--- config.mk ---
export PLATFORM = sky130hd
export DESIGN_NAME = lzc_pipe_norm
export DESIGN_NICKNAME = d
export VERILOG_FILES = /design/src/rtl/lzc_pipe_norm.sv
export SDC_FILE = /design/constraint.sdc
export NUM_CORES = 1
export LEC_CHECK = 0
export ABC_AREA = 1
export CAP_MARGIN = 20
export CORE_AREA = 2 2 113 197
export CTS_BUF_LIST = sky130_fd_sc_hd__clkbuf_16
export DETAILED_ROUTE_END_ITERATION = 8
export DIE_AREA = 0 0 115 199
export PLACE_DENSITY = 0.5
export SLEW_MARGIN = 20
export SYNTH_ARGS = -nofsm -noshare
export SYNTH_HDL_FRONTEND = slang
export SYNTH_SLANG_ARGS = --single-unit
export TNS_END_PERCENT = 30
--- constraint.sdc ---
create_clock -name clk_i -period 5.85 [get_ports clk_i]
set_input_delay 1.4625 -clock clk_i [delete_from_list [all_inputs] [get_ports clk_i]]
set_output_delay 1.4625 -clock clk_i [all_outputs]
set_load 0.01 [all_outputs]
--- src/rtl/lzc_pipe_norm.sv ---
// Pipelined leading/trailing zero counter with normaliser.
// Each accepted beat counts zeros from the MSB (mode 0) or LSB (mode 1) and
// returns the operand shifted so its first set bit lands on the MSB or LSB.
// Ports:
//   clk_i, rst_i (sync, active-high), flush_i (sync valid clear)
//   in_valid_i / in_ready_o / in_data_i / in_mode_i / in_tag_i : input stream
//   out_valid_o / out_ready_i / cnt_o / norm_o / empty_o / tag_o : result stream
// Latency is exactly STAGES cycles; up to STAGES beats buffer under stall.
module lzc_pipe_norm #(
  parameter int unsigned WIDTH     = 32,
  parameter int unsigned STAGES    = 2,
  parameter int unsigned TAG_WIDTH = 4,
  parameter int unsigned CNT_WIDTH = $clog2(WIDTH + 1)
) (
  input  logic                 clk_i,
  input  logic                 rst_i,
  input  logic                 flush_i,
  input  logic                 in_valid_i,
  output logic                 in_ready_o,
  input  logic [WIDTH-1:0]     in_data_i,
  input  logic                 in_mode_i,
  input  logic [TAG_WIDTH-1:0] in_tag_i,
  output logic                 out_valid_o,
  input  logic                 out_ready_i,
  output logic [CNT_WIDTH-1:0] cnt_o,
  output logic [WIDTH-1:0]     norm_o,
  output logic                 empty_o,
  output logic [TAG_WIDTH-1:0] tag_o
);

  // Payload per stage: {cnt, norm, empty, tag}
  localparam int unsigned PAY_W = CNT_WIDTH + WIDTH + 1 + TAG_WIDTH;

  logic [CNT_WIDTH-1:0] lz_c;
  logic [CNT_WIDTH-1:0] tz_c;
  logic [CNT_WIDTH-1:0] cnt_c;
  logic [WIDTH-1:0]     norm_c;
  logic                 empty_c;

  logic [STAGES-1:0]    vld_q;
  logic [STAGES-1:0]    vld_d;
  logic [STAGES-1:0]    ld_c;
  logic [STAGES-1:0]    rdy_c;
  logic [STAGES-1:0]    src_vld_c;
  logic [PAY_W-1:0]     pay_q     [STAGES];
  logic [PAY_W-1:0]     src_pay_c [STAGES];

  // Zero counts: the last hit in each scan direction is the first set bit.
  always_comb begin
    lz_c = CNT_WIDTH'(WIDTH);
    tz_c = CNT_WIDTH'(WIDTH);
    for (int unsigned i = 0; i < WIDTH; i++) begin
      if (in_data_i[i]) lz_c = CNT_WIDTH'(WIDTH - 1 - i);
    end
    for (int i = int'(WIDTH) - 1; i >= 0; i--) begin
      if (in_data_i[i]) tz_c = CNT_WIDTH'(i);
    end
  end

  // A shift by WIDTH on the empty operand already yields zero.
  assign cnt_c   = in_mode_i ? tz_c : lz_c;
  assign empty_c = ~|in_data_i;
  assign norm_c  = in_mode_i ? (in_data_i >> cnt_c) : (in_data_i << cnt_c);

  // Stage k is ready when it, or any stage after it, has a free slot, or the
  // sink takes the output. Computed per stage to avoid a self-referencing chain.
  always_comb begin
    logic all_full;
    rdy_c = '0;
    for (int k = 0; k < int'(STAGES); k++) begin
      all_full = 1'b1;
      for (int j = k; j < int'(STAGES); j++) begin
        all_full = all_full & vld_q[j];
      end
      rdy_c[k] = ~all_full | out_ready_i;
    end
  end

  assign in_ready_o = rdy_c[0];

  // Sources for each stage and next-state valid bits / load enables.
  always_comb begin
    src_vld_c    = '0;
    src_vld_c[0] = in_valid_i;
    src_pay_c[0] = {cnt_c, norm_c, empty_c, in_tag_i};
    for (int k = 1; k < int'(STAGES); k++) begin
      src_vld_c[k] = vld_q[k-1];
      src_pay_c[k] = pay_q[k-1];
    end
    vld_d = vld_q;
    ld_c  = '0;
    for (int k = 0; k < int'(STAGES); k++) begin
      if (flush_i)       vld_d[k] = 1'b0;
      else if (rdy_c[k]) vld_d[k] = src_vld_c[k];
      ld_c[k] = rdy_c[k] & src_vld_c[k] & ~flush_i;
    end
  end

  // Stage registers; data only moves with a valid beat so stalled outputs hold.
  always_ff @(posedge clk_i) begin
    if (rst_i) begin
      vld_q <= '0;
      for (int k = 0; k < int'(STAGES); k++) pay_q[k] <= '0;
    end else begin
      vld_q <= vld_d;
      for (int k = 0; k < int'(STAGES); k++) begin
        if (ld_c[k]) pay_q[k] <= src_pay_c[k];
      end
    end
  end

  assign out_valid_o                      = vld_q[STAGES-1];
  assign {cnt_o, norm_o, empty_o, tag_o}  = pay_q[STAGES-1];

endmodule

==> summary.txt <==
STA
  – Final worst slack: 0.822 ns
  – Final setup vio count: 0
  – Worst Tran Pin Value: 1.00 ns
  – Rel. slew slack: 32.8%
  – Highest clock rate: 199 MHz
  – Unrepaired setup endpoints after global routing: false
  – Fin. max-slew vios: 0
  – Final Hold Fails: 0
  – Period utilization: 85.9%
  – Setup TNS: 0 ns
  – Worst clock skew: 0.00774 ns
  – Fin crit period: 5.03 ns

Routing
  – DR WL/cell: 17.8 um
  – ANT nets after route: 0
  – Drt pass-1 iters: 8
  – Drt total wl: 25300 um
  – Vias: 7641
  – DRC: 0
  – DRT iter0 DRCs: 597
  – Via density: 5.37

Placed design
  – Port bufs: 86
  – Place WS: 0.522 ns
  – Routability Congestion: 0.967
  – Post-DP HPWL: 19600 um

Setup path
  – CP most frequent cell: nand2_1
  – Max stage delay on crit path: 0.54 ns
  – Critical path type: in2reg
  – R2r worst-path depth: 14
  – Max FO, Critical Path: 19
  – WP data arrival: 5.12 ns
  – R2r startpoint: vld_q[1]$_SDFFE_PP0N_
  – Flop-to-flop setup slack: 3.59 ns
  – R2r endpoint: pay_q[0][11]$_SDFFCE_PN0P_
  – CP max-delay cell: clkdlybuf4s50_1
  – Worst Path Required: 5.94 ns
  – CP Capture Type: flip-flop
  – Critical path startpoint category: input pin

Logic synthesis
  – Mapped Cells: 1144
  – Sequential share of the synthesized area: 35.6%
  – Mapped Area: 7370 sq um
  – Asr flop ratio synth: 0%
  – Distinct cells, synth: 25
  – Post-synth EDFFs: 86
  – Synthesis warning total: 0
  – Post-synthesis register bit count: 88
  – Synthesized Nets: 1186
  – Avg Synthesized Cell Area: 6.44 sq um
  – Most used DFF post-synth: edfxtp_1

Clock tree
  – CTS HTree Levels: 3
  – Post-cts resize count: 0
  – Inserted Clock Buffers: 9
  – CTS tree: done
  – # Post-CTS Setup Buffers: 0
  – CTS Hold Bufs: 0
  – Skew-Pair Late Insertion Delay: 0.34 ns
  – Clock sink total: 88
  – Max Buffers Root-to-Sink: 2
  – Clock Pin Slew Worst Setup and Hold Paths: 0.06 ns
  – CTS Root Buffer Type: clkbuf_16

Global routing
  – Overall Global Routing Usage: 22.5%
  – Grt total ovfl: 0
  – Global route hottest layer: met2
  – Vias in the first global route: 7324
  – Grt met3 use: 1.68%
  – M2 GR Usage: 40.8%
  – GR Layer Usage met1: 24.9%
  – Largest net degree at the start of global routing: 68
  – Initial antenna violation count: 0
  – First-pass GRT wire length: 39600 um

Worst hold path
  – Beginning of the worst hold path: vld_q[0]$_SDFFE_PP0N_
  – WHS Path Cells: 2
  – Hold Path Sink: vld_q[1]$_SDFFE_PP0N_
  – Worst Hold Class: reg2reg

Floorplanning
  – Die Area: 22900 sq um
  – Row cnt: 71
  – Chip width: 115 um
  – Starting Density: 34.6%
  – # IOs: 87
  – Die height: 199 um
  – Total core area: 21300 sq um

Power
  – PwrDens: 221 nW/um^2
  – Peak VDD IR: 0.104 mV
  – Leakage: 0.00386 uW

Run
  – Number of max-cap violations: 0

Cells and area
  – Nets@finish: 1204
  – Ant. Diodes: 0
  – Area grow syn2layout: 15.7%
  – Share of cells above drive strength 1: 5.48%
  – Commonest cells after routing, fill and taps aside: 338 x nand3_1, 292 x nand2_1, 144 x nor2_1, 92 x inv_1
  – Most common cell after layout, fill and taps aside: nand3_1

Run status
  – Outcome: completed
[Yosys cell counts (3+ instances only)]
library cell	instances	area share, %
nand4_1	5	0.42
nand2_2	4	0.34
nand2_1	294	15
inv_1	93	4.7
o21ai_0	3	0.20
buf_1	16	0.81
nand2_4	3	0.46
inv_2	5	0.25
edfxtp_1	86	35
buf_4	43	4.4
a21oi_1	34	2.3
buf_2	10	0.68
clkbuf_1	33	1.7
o21ai_1	14	0.95
nand3_2	3	0.41
buf_6	3	0.46
nor2_2	4	0.34
nor2_1	144	7.3
nand3_1	338	23
[state kept, by name, indices dropped and copies added, names as in the netlist]
name   cells
pay_q     86
vld_q      2
[worst max-delay path by stage]
stage,end,startpoint,cells after the start
floorplan,pay_q[0][19]$_SDFFCE_PN0P_,in_data_i[30],41
detailed placement,pay_q[0][23]$_SDFFCE_PN0P_,in_data_i[30],41
global route,pay_q[0][23]$_SDFFCE_PN0P_,in_data_i[30],41
CTS,pay_q[0][23]$_SDFFCE_PN0P_,in_data_i[30],41
global placement,pay_q[0][23]$_SDFFCE_PN0P_,in_data_i[30],41
finish,pay_q[0][23]$_SDFFCE_PN0P_,in_data_i[30],41
[metal layers]
layer	share of wire (%)	vias up
met5	0	-
met1	38	3491
met4	6.3	0
met3	3.7	86
met2	52	280
li1	-	3784
[report_power, final]
group	internal, uW	leakage, uW	total, uW	switching (uW)
sequential	736	0.000909	747	10.7
clock	374	0.000149	611	237
combinational	183	0.00280	527	344
total	1290	0.00386	1880	592
[worst max-delay path, delay by kind of cell]
| kind | cells | cell delay, ns |
|---|---|---|
| buffers and inverters | 3 | 0.89 |
| AND/OR/NAND/NOR | 38 | 2.77 |
[area by class of cell]
cell class | count | area, sq um
Multi-Input combinational cell | 853 | 3800
Inverter | 98 | 368
Sequential cell | 88 | 2620
Tap cell | 255 | 319
Clock buffer | 9 | 225
Fill cell | 2375 | 12800
Clock inverter | 7 | 96.3
Timing Repair Buffer | 112 | 1090
[metrics by stage]
step	power [uW]	hold slack, ns	std cells	utilization [%]	instance area [sq um]
6_report	1880	0.479	1422	40.0	8530
4_1_cts	1890	0.481	1421	39.9	8510
3_3_place_gp	1280	0.458	1405	38.4	8190
5_1_grt	1980	0.507	1422	40.0	8530
3_5_place_dp	1280	0.471	1405	38.4	8190
2_1_floorplan	1110	0.447	1144	-	7370
[logic make-up after synthesis]
| group | Yosys count | share of synthesized area, % |
|---|---|---|
| AO/OA/AOI/OAI | 54 | 3.80 |
| AND/OR/NAND/NOR | 799 | 47.6 |
| buffers and inverters | 203 | 13.0 |
| flip-flops | 88 | 35.6 |
No activity file was read; power rests on OpenSTA's default activity.
